### src/rtl/interrupt_controller_if.sv
// Core-facing bus of the interrupt controller: the configuration register port
// plus the request / acknowledge / end-of-interrupt handshake.
interface interrupt_controller_if #(
  parameter int NUM_IRQ = 8
);
  localparam int ID_W = $clog2(NUM_IRQ);

  logic            cfg_we;
  logic [1:0]      cfg_addr;
  logic [31:0]     cfg_wdata;
  logic [31:0]     cfg_rdata;
  logic            int_ack;
  logic            int_eoi;
  logic            interrupt;
  logic [ID_W-1:0] int_id;
  logic [31:0]     int_vector;

  modport master (
    output cfg_we, cfg_addr, cfg_wdata, int_ack, int_eoi,
    input  cfg_rdata, interrupt, int_id, int_vector
  );

  modport slave (
    input  cfg_we, cfg_addr, cfg_wdata, int_ack, int_eoi,
    output cfg_rdata, interrupt, int_id, int_vector
  );
endinterface

### src/rtl/interrupt_controller.sv
// Prioritised, non-nesting interrupt controller: synchronises and latches request
// lines, masks and priority-encodes them, and hands one request at a time to the core.
module interrupt_controller #(
  parameter int          NUM_IRQ    = 8,
  parameter logic [31:0] VEC_BASE   = 32'h0000_0100,
  parameter int          VEC_STRIDE = 4
) (
  input  logic               clk,
  input  logic               reset,
  input  logic [NUM_IRQ-1:0] irq_in,
  interrupt_controller_if.slave bus
);
  localparam int ID_W = $clog2(NUM_IRQ);

  typedef enum logic [1:0] {
    IDLE    = 2'd0,
    REQ     = 2'd1,
    SERVICE = 2'd2
  } state_t;

  localparam logic [1:0] ADDR_MASK    = 2'd0;
  localparam logic [1:0] ADDR_PENDING = 2'd1;
  localparam logic [1:0] ADDR_MODE    = 2'd2;
  localparam logic [1:0] ADDR_STATUS  = 2'd3;

  logic [NUM_IRQ-1:0] sync_s1, sync_s2, sync_s2d;
  logic [NUM_IRQ-1:0] mask, pending, mode;
  logic [NUM_IRQ-1:0] rise, eligible, w1c, ack_clr, clr;
  logic [ID_W-1:0]    id_q, id_d, winner;
  state_t             state, state_d;
  logic               ack_taken;
  logic               unused_wdata;

  assign rise      = sync_s2 & ~sync_s2d;
  assign eligible  = pending & mask;
  assign ack_taken = (state == REQ) && bus.int_ack;
  assign w1c       = (bus.cfg_we && bus.cfg_addr == ADDR_PENDING)
                     ? bus.cfg_wdata[NUM_IRQ-1:0] : '0;
  assign ack_clr   = ack_taken ? (NUM_IRQ'(1) << id_q) : '0;
  assign clr       = w1c | ack_clr;
  // Only the low NUM_IRQ bits of write data carry configuration.
  assign unused_wdata = ^bus.cfg_wdata;

  // NOTE: sequential state is assigned with <= so every flop samples pre-edge values.
  always_ff @(posedge clk or negedge reset) begin
    if (!reset) begin
      sync_s1  <= '0;
      sync_s2  <= '0;
      sync_s2d <= '0;
    end else begin
      sync_s1  <= irq_in;
      sync_s2  <= sync_s1;
      sync_s2d <= sync_s2;
    end
  end

  always_ff @(posedge clk or negedge reset) begin
    if (!reset) begin
      mask    <= '0;
      mode    <= '0;
      pending <= '0;
    end else begin
      if (bus.cfg_we && bus.cfg_addr == ADDR_MASK) mask <= bus.cfg_wdata[NUM_IRQ-1:0];
      if (bus.cfg_we && bus.cfg_addr == ADDR_MODE) mode <= bus.cfg_wdata[NUM_IRQ-1:0];
      // Level sources mirror the line; edge sources latch rises, and a rise beats a clear.
      pending <= (mode & sync_s2) | (~mode & ((pending & ~clr) | rise));
    end
  end

  // Fixed priority: the lowest-numbered eligible source wins.
  always_comb begin
    // NOTE: every always_comb output gets a default first so no latch is inferred.
    winner = '0;
    for (int i = NUM_IRQ - 1; i >= 0; i--) begin
      if (eligible[i]) winner = ID_W'(i);
    end
  end

  always_ff @(posedge clk or negedge reset) begin
    if (!reset) begin
      state <= IDLE;
      id_q  <= '0;
    end else begin
      state <= state_d;
      id_q  <= id_d;
    end
  end

  always_comb begin
    state_d = state;
    id_d    = id_q;
    unique case (state)
      IDLE: begin
        if (|eligible) begin
          state_d = REQ;
          id_d    = winner;
        end
      end
      REQ: begin
        // An ack in the same cycle as a withdrawal still takes the request.
        if (bus.int_ack) begin
          state_d = SERVICE;
        end else if (!eligible[id_q]) begin
          state_d = IDLE;
          id_d    = '0;
        end
      end
      SERVICE: begin
        if (bus.int_eoi) begin
          state_d = IDLE;
          id_d    = '0;
        end
      end
      default: begin
        state_d = IDLE;
        id_d    = '0;
      end
    endcase
  end

  assign bus.interrupt  = (state == REQ);
  assign bus.int_id     = id_q;
  assign bus.int_vector = VEC_BASE + 32'(id_q) * 32'(VEC_STRIDE);

  always_comb begin
    bus.cfg_rdata = '0;
    unique case (bus.cfg_addr)
      ADDR_MASK:    bus.cfg_rdata[NUM_IRQ-1:0] = mask;
      ADDR_PENDING: bus.cfg_rdata[NUM_IRQ-1:0] = pending;
      ADDR_MODE:    bus.cfg_rdata[NUM_IRQ-1:0] = mode;
      ADDR_STATUS: begin
        bus.cfg_rdata[0]         = (state == REQ);
        bus.cfg_rdata[1]         = (state == SERVICE);
        bus.cfg_rdata[8 +: ID_W] = id_q;
      end
      default: bus.cfg_rdata = '0;
    endcase
  end
endmodule

### src/flat_wrapper.sv
// flat-port wrapper written by rule: the top's interface ports become plain ports
module interrupt_controller_flat 
#(
  parameter int          NUM_IRQ    = 8,
  parameter logic [31:0] VEC_BASE   = 32'h0000_0100,
  parameter int          VEC_STRIDE = 4
)
  (clk, reset, irq_in, bus_cfg_we, bus_cfg_addr, bus_cfg_wdata, bus_int_ack, bus_int_eoi, bus_cfg_rdata, bus_interrupt, bus_int_id, bus_int_vector);
  interrupt_controller_if #(.NUM_IRQ(NUM_IRQ)) bus_i ();
  input  logic clk;
  input  logic reset;
  input  logic [NUM_IRQ-1:0] irq_in;
  input wire logic [$bits(bus_i.cfg_we)-1:0] bus_cfg_we;
  input wire logic [$bits(bus_i.cfg_addr)-1:0] bus_cfg_addr;
  input wire logic [$bits(bus_i.cfg_wdata)-1:0] bus_cfg_wdata;
  input wire logic [$bits(bus_i.int_ack)-1:0] bus_int_ack;
  input wire logic [$bits(bus_i.int_eoi)-1:0] bus_int_eoi;
  output wire logic [$bits(bus_i.cfg_rdata)-1:0] bus_cfg_rdata;
  output wire logic [$bits(bus_i.interrupt)-1:0] bus_interrupt;
  output wire logic [$bits(bus_i.int_id)-1:0] bus_int_id;
  output wire logic [$bits(bus_i.int_vector)-1:0] bus_int_vector;
  assign bus_i.cfg_we = bus_cfg_we;
  assign bus_i.cfg_addr = bus_cfg_addr;
  assign bus_i.cfg_wdata = bus_cfg_wdata;
  assign bus_i.int_ack = bus_int_ack;
  assign bus_i.int_eoi = bus_int_eoi;
  assign bus_cfg_rdata = bus_i.cfg_rdata;
  assign bus_interrupt = bus_i.interrupt;
  assign bus_int_id = bus_i.int_id;
  assign bus_int_vector = bus_i.int_vector;
  interrupt_controller #(.NUM_IRQ(NUM_IRQ), .VEC_BASE(VEC_BASE), .VEC_STRIDE(VEC_STRIDE)) u_core (.clk(clk), .reset(reset), .irq_in(irq_in), .bus(bus_i));
endmodule
### config.mk
export PLATFORM = sky130hd
export DESIGN_NAME = interrupt_controller_flat
export DESIGN_NICKNAME = d
export VERILOG_FILES = /design/src/rtl/interrupt_controller_if.sv /design/src/rtl/interrupt_controller.sv /design/src/flat_wrapper.sv
export SDC_FILE = /design/constraint.sdc
export NUM_CORES = 1
export LEC_CHECK = 0
export ABC_AREA = 0
export BUFFER_PORTS_ARGS = -buffer_cell sky130_fd_sc_hd__buf_4
export CAP_MARGIN = 20
export CELL_PAD_IN_SITES_DETAIL_PLACEMENT = 2
export CELL_PAD_IN_SITES_GLOBAL_PLACEMENT = 2
export CORE_MARGIN = 10
export CORE_UTILIZATION = 28
export CTS_CLUSTER_DIAMETER = 100
export DETAILED_ROUTE_END_ITERATION = 12
export PLACE_DENSITY_LB_ADDON = 0.1
export SYNTH_ARGS = -nofsm -noshare
export SYNTH_HDL_FRONTEND = slang
export SYNTH_SLANG_ARGS = --single-unit
export TNS_END_PERCENT = 100
### constraint.sdc
create_clock -name clk -period 2.05 [get_ports clk]
set_input_delay 0.3075 -clock clk [delete_from_list [all_inputs] [get_ports clk]]
set_output_delay 0.3075 -clock clk [all_outputs]
set_load 0.02 [all_outputs]
==> run_results.csv, run 1 <==
group,metric,value,unit
run_status,status,"finished, final reports clean",
run,cap_violations,0,
finish,layout-drive-gt1-share,0.2525,
worst_setup_path,r2r-end,"u_core.bus.int_id[0]$_DFFE_PN0P_",
grt,grt_antenna_before_repair,0,
synthesis,syn_area,2706,um^2
worst_setup_path,path_buf_inv,1,
timing,hold_violations,0,
detailed_routing,antenna_left,0,
synthesis,synth_async_sr_flop_share,1.000,
power_and_ir_drop,irDropWorstVdd,0.0003209,V
timing,fin_setup_tns,0,ns
timing,fin_ws,0.1265,ns
worst_setup_path,rrSetupSlack,0.16,ns
worst_setup_path,cpMaxStageDelayCell,"mux4_2",
clock_network,cts_buffer_depth,2,
floorplanning,io_pins,115,
floorplanning,die_area,14000,um^2
floorplanning,start_util,0.2901,
timing,fin_crit,1.923,ns
worst_setup_path,critical_path_class,"register to output pin",
worst_setup_path,crit_fanout,7,
worst_setup_path,worstPathArrival,1.62,ns
timing,rsz0062_at_grt,"no",
synthesis,ys_seq_elements,53,
timing,worst_slew_pin_slew,0.6893,ns
clock_network,post_cts_buffers,0,
grt,grt_pass1_vias,2119,
synthesis,synthTopCellsByArea,"dfrtp_1, buf_4, mux2_2",
finish,nets,344,
synthesis,netlist.area_leader.share,0.4901,
synthesis,yosysMostFrequentCell,"buf_4",
worst_setup_path,r2r_start,"u_core.bus.int_id[0]$_DFFE_PN0P_",
finish,fillers,1078,
placed_design,gp_congestion,0.7532,
synthesis,yosys-top-cells-count,"buf_4, dfrtp_1, nand2_1",
timing,relSlewSlack,0.5405,
clock_network,cts_sinks,53,
synthesis,postSynthCellCount,255,
finish,utilization,0.3274,
synthesis,synth_edf_count,0,
clock_network,clkLatencyLatePin,0.30,ns
clock_network,cts.reportedPaths.clkPinSlew,0.09,ns
timing,skew,0.008479,ns
timing,setup_viol,0,
timing,max_freq,0.5199,GHz
worst_setup_path,end_kind,"output pin",
synthesis,avgSynthCellArea,10.61,um^2
clock_network,cts_tree,"done",
detailed_routing,drtIter0Drc,44,
floorplanning,die-height,118.3,um
power_and_ir_drop,power_density,1004,nW/um^2
grt,track_usage,0.1022,
clock_network,cts_buffers,5,
clock_network,cts-root-buf,"clkbuf_8",
worst_setup_path,critPathLaunchType,"register",
detailed_routing,drt_pass1_iterations,4,
power_and_ir_drop,power.leakage,0.001461,uW
worst_setup_path,critPathRequiredTime,1.74,ns
synthesis,ys_seq_area_frac,0.4901,
grt,grt_max_degree,54,
worst_setup_path,path_cells,"nor2b_1, mux4_2, buf_4",
detailed_routing,viasPerCell,4.329,
detailed_routing,wl_per_cell,16.94,um
worst_hold_path,hold_path_class,"input pin to async pin",
synthesis,synth_cell_types,43,
worst_setup_path,path_depth,3,
timing,period_share,0.9383,
synthesis,synth-main-ff-cell,"dfrtp_1",
finish,diodes,0,
timing,slew_violations,0,
worst_setup_path,cp_slowest_stage_delay,0.48,ns
detailed_routing,wl,7.218,mm
finish,area_growth,12.85,%
floorplanning,core-area,9328,um^2
floorplanning,dieWidth,118.3,um
placed_design,place_ws,0.1570,ns
detailed_routing,drcViolationCount,0,
worst_setup_path,r2r.worst_path.cells,5,
floorplanning,placementRows,35,
detailed_routing,vias,1844,
synthesis,synth_top_cell_by_area,"dfrtp_1",
placed_design,port-buffer-count,40,
worst_setup_path,crit_family,"multiplexers",
clock_network,ctsHtreeMaxLevel,2,
placed_design,dp_hpwl,5.463,mm
grt,gr-total-overflow,0,
grt,grt_pass1_wl,11.63,mm
synthesis,yosys_warnings,0,
clock_network,cts_resized,0,
clock_network,holdBufCountCts,0,
worst register-to-register path, cell delays in order (launching register included):
cell,delay [ns]
dfrtp_1,0.57
and3b_1,0.24
a311oi_2,0.32
o31ai_1,0.14
a211o_1,0.27
a22o_1,0.25
power by group:
group	leakage (uW)	internal (uW)	switching, uW	total (uW)
clock network	0.0000433	268	335	603
registers	0.000625	1210	209	1410
logic	0.000793	452	597	1050
total	0.00146	1930	1140	3070
how the worst max path moves through the flow:
stage | from | end | slack (ns)
after detailed placement | u_core.bus.int_id[0]$_DFFE_PN0P_ | u_core.bus.int_id[0]$_DFFE_PN0P_ | 0.16
after floorplan | bus_cfg_addr[0] | bus_cfg_rdata[3] | 0.25
after global routing | u_core.state[0]$_DFFE_PN0P_ | bus_cfg_rdata[0] | 0.06
after global placement | u_core.bus.int_id[0]$_DFFE_PN0P_ | u_core.bus.int_id[0]$_DFFE_PN0P_ | 0.18
final | u_core.state[0]$_DFFE_PN0P_ | bus_cfg_rdata[0] | 0.13
after CTS | u_core.state[0]$_DFFE_PN0P_ | bus_cfg_rdata[0] | 0.12
per-layer routing:
| layer | vias to the layer above | share of wire | track usage |
|---|---|---|---|
| met3 | 4 | 0.064 | 0.03570 |
| met4 | 0 | 0.0073 | 0.02550 |
| met5 | - | 0 | 0 |
| met1 | 941 | 0.44 | 0.1261 |
| li1 | 842 | - | - |
| met2 | 57 | 0.49 | 0.1662 |
area by class of cell:
cell class	instances	area (um^2)	area share
Clock buffer	6	82.58	0.02704
Clock inverter	1	7.507	0.002458
Inverter	12	45.04	0.01475
Multi-Input combinational cell	178	1079	0.3531
Sequential cell	53	1326	0.4342
Tap cell	129	161.4	0.05285
Timing Repair Buffer	47	352.8	0.1155
flip-flops by register name (all words and copies together) (netlist names):
name / flops
u_core.state: 2
u_core.sync_s2: 8
u_core.mask: 8
u_core.sync_s1: 8
u_core.bus.int_id: 3
u_core.sync_s2d: 8
u_core.pending: 8
u_core.mode: 8
cell families (layout without fill, tap and decap cells):
family          Yosys count  after routing  share of synthesized area
compound gates           38             38                    0.08739
buf+inv                  72             66                     0.1780
flops                    53             53                     0.4901
mux                      25             25                     0.1151
other cells               2             50                   0.002775
simple gates             65             65                     0.1267
per-stage QoR:
step	hold WS [ns]	power, uW	instances	area, um^2
after global routing	0.08167	3294	426	3054
final	0.04356	3066	426	3054
after floorplan	0.01191	2179	303	2887
after detailed placement	0.3364	2494	419	2964
after global placement	0.3320	2472	419	2964
after CTS	0.07105	3119	426	3054
cell usage in the layout (no fill, tap or decap), types with 2 or more instances in the layout:
cell / instances
nor2_1: 5
nand3_1: 3
nand3b_1: 7
mux2_2: 16
conb_1: 50
nand2_1: 28
mux2i_1: 6
buf_4: 47
clkbuf_8: 6
and3_1: 3
a21oi_1: 2
nand2b_1: 4
nor2b_1: 4
nor3_1: 2
o21ai_0: 23
inv_1: 12
nand4b_1: 2
dfrtp_1: 53
mux4_2: 2
(Power assumes the default switching activity.)
==> run 2: changes to the inputs <==
--- a/config.mk
+++ b/config.mk
@@ -14,6 +14,7 @@
 export CORE_UTILIZATION = 28
 export CTS_CLUSTER_DIAMETER = 100
 export DETAILED_ROUTE_END_ITERATION = 12
+export HOLD_SLACK_MARGIN = 0.08
 export PLACE_DENSITY_LB_ADDON = 0.1
 export SYNTH_ARGS = -nofsm -noshare
 export SYNTH_HDL_FRONTEND = slang
==> run_results.csv, run 2 (synthesis results as in run 1) <==
group,metric,value,unit
finish,design_area,3064,um^2
worst_setup_path,r2r_start,"u_core.bus.int_id[0]$_DFFE_PN0P_",
clock_network,cts_buffer_depth,2,
worst_setup_path,critPathLaunchType,"register",
run,cap_violations,0,
placed_design,dp_cells,419,
worst_setup_path,path_cells,"nor2b_1, mux4_2, buf_4",
timing,fin_setup_tns,0,ns
placed_design,gp_congestion,0.7532,
timing,hold_violations,0,
grt,grt_pass1_vias,2125,
grt,grt_max_degree,54,
finish,layout_commonest_cell,"dfrtp_1",
floorplanning,dieWidth,118.3,um
timing,setup_viol,0,
worst_setup_path,path_depth,3,
clock_network,cts_tree,"done",
worst_setup_path,end_kind,"output pin",
finish,layout_common_cells,"dfrtp_1, conb_1, buf_4",
clock_network,cts_resized,0,
worst_setup_path,cpMaxStageDelayCell,"mux4_2",
finish,nets,345,
grt,track_usage,0.1024,
detailed_routing,drtIter0Drc,46,
worst_setup_path,crit_family,"multiplexers",
worst_setup_path,critical_path_class,"register to output pin",
timing,max_freq,0.5199,GHz
power_and_ir_drop,power_density,1001,nW/um^2
floorplanning,placementRows,35,
power_and_ir_drop,switching_share,0.3720,
worst_setup_path,r2r.worst_path.cells,5,
timing,skew,0.008520,ns
timing,relSlewSlack,0.5399,
floorplanning,io_pins,115,
grt,grt_pass1_wl,11.65,mm
clock_network,cts.reportedPaths.clkPinSlew,0.10,ns
worst_setup_path,rrSetupSlack,0.16,ns
worst_setup_path,critPathRequiredTime,1.74,ns
timing,worst_slew_pin_slew,0.6901,ns
placed_design,placed_area,2964,um^2
finish,area_growth,13.22,%
timing,rsz0062_at_grt,"no",
grt,gr-total-overflow,0,
power_and_ir_drop,power_frac_comb,0.342,
detailed_routing,drcViolationCount,0,
detailed_routing,wl,7.228,mm
power_and_ir_drop,power.leakage,0.001465,uW
detailed_routing,vias,1848,
power_and_ir_drop,internal-power,1927,uW
power_and_ir_drop,clock_power_share,0.197,
finish,fillers,1077,
floorplanning,die-height,118.3,um
clock_network,cts-root-buf,"clkbuf_8",
clock_network,cts_buffers,5,
finish,diodes,0,
timing,whs,0.1014,ns
placed_design,port-buffer-count,40,
worst_setup_path,crit_fanout,7,
power_and_ir_drop,power_frac_seq,0.461,
detailed_routing,antenna_left,0,
worst_setup_path,crit_path_start,"u_core.state[0]$_DFFE_PN0P_",
power_and_ir_drop,p_switching,1141,uW
finish,layout-drive-gt1-share,0.2517,
clock_network,ctsHtreeMaxLevel,2,
worst_setup_path,r2r-end,"u_core.bus.int_id[0]$_DFFE_PN0P_",
floorplanning,start_util,0.2901,
detailed_routing,wl_per_cell,16.93,um
timing,period_share,0.9383,
placed_design,dp_hpwl,5.463,mm
power_and_ir_drop,irDropWorstVdd,0.0003208,V
clock_network,cts_sinks,53,
worst_setup_path,path_buf_inv,1,
timing,fin_crit,1.923,ns
clock_network,post_cts_buffers,0,
detailed_routing,drt_pass1_iterations,4,
worst_setup_path,cp_slowest_stage_delay,0.48,ns
worst_setup_path,worstSetupEndpoint,"bus_cfg_rdata[0]",
timing,slew_violations,0,
detailed_routing,viasPerCell,4.328,
floorplanning,die_area,14000,um^2
finish,finalNonFillerCells,427,
grt,grt_antenna_before_repair,0,
worst_setup_path,worstPathArrival,1.62,ns
finish,utilization,0.3285,
clock_network,clkLatencyLatePin,0.30,ns
floorplanning,core-area,9328,um^2
run_status,status,"finished, final reports clean",
worst_hold_path,hold_path_class,"input pin to register",
[run 2: cell types whose count changed in the layout (fill, tap and decap cells not counted), sizes merged]
cell         change
dlygate4sd3      +1
[run 2: layer usage]
layer,vias up,part of all wire,track usage
met2,57,0.49,0.1666
met4,0,0.0073,0.02550
met1,943,0.44,0.1263
met3,4,0.064,0.03570
li1,844,-,-
met5,-,0,0
[run 2: cell type report]
cell class	count	area, um^2	area share
sequential	53	1326	0.4328
multi-input combinational	178	1079	0.3520
timing repair buffer	48	362.8	0.1184
tap	129	161.4	0.05267
clock buffer	6	82.58	0.02695
inverter	12	45.04	0.01470
clock inverter	1	7.507	0.002450
[run 2: worst reg2reg max path, cell delays in order (launching register included)]
cell	delay, ns
dfrtp_1	0.57
and3b_1	0.24
a311oi_2	0.32
o31ai_1	0.14
a211o_1	0.27
a22o_1	0.25
[run 2: what timing repair did]
action                                  CTS  global route
hold buffers                              1             0
endpoints found under the hold margin    30             0
endpoints found under the setup margin    0             0
[run 2: through the flow]
| step | total power [uW] | worst slack (ns) |
|---|---|---|
| after floorplan | 2179 | 0.2526 |
| after global placement | 2472 | 0.1781 |
| after detailed placement | 2494 | 0.1570 |
| after CTS | 3121 | 0.1190 |
| after global routing | 3296 | 0.05749 |
| final | 3068 | 0.1265 |
[run 2: worst min-delay path by stage]
stage                                     start                          endpoint  slack (ns)  depth (start not counted)
finish                                irq_in[3]       u_core.sync_s1[3]$_DFF_PN0_        0.10                          1
CTS                                   irq_in[3]       u_core.sync_s1[3]$_DFF_PN0_        0.09                          1
global placement    u_core.sync_s1[3]$_DFF_PN0_       u_core.sync_s2[3]$_DFF_PN0_        0.33                          0
detailed placement  u_core.sync_s1[7]$_DFF_PN0_       u_core.sync_s2[7]$_DFF_PN0_        0.34                          0
global route                          irq_in[2]       u_core.sync_s1[2]$_DFF_PN0_        0.08                          1
floorplan                                 reset  u_core.bus.int_id[0]$_DFFE_PN0P_        0.01                          0
[run 2: power by group through the flow]
stage	clock network (uW)	registers, uW	logic (uW)
floorplan	0	1370	813
global placement	0	1430	1040
detailed placement	0	1440	1060
CTS	640	1420	1060
global route	686	1450	1160
finish	603	1410	1050
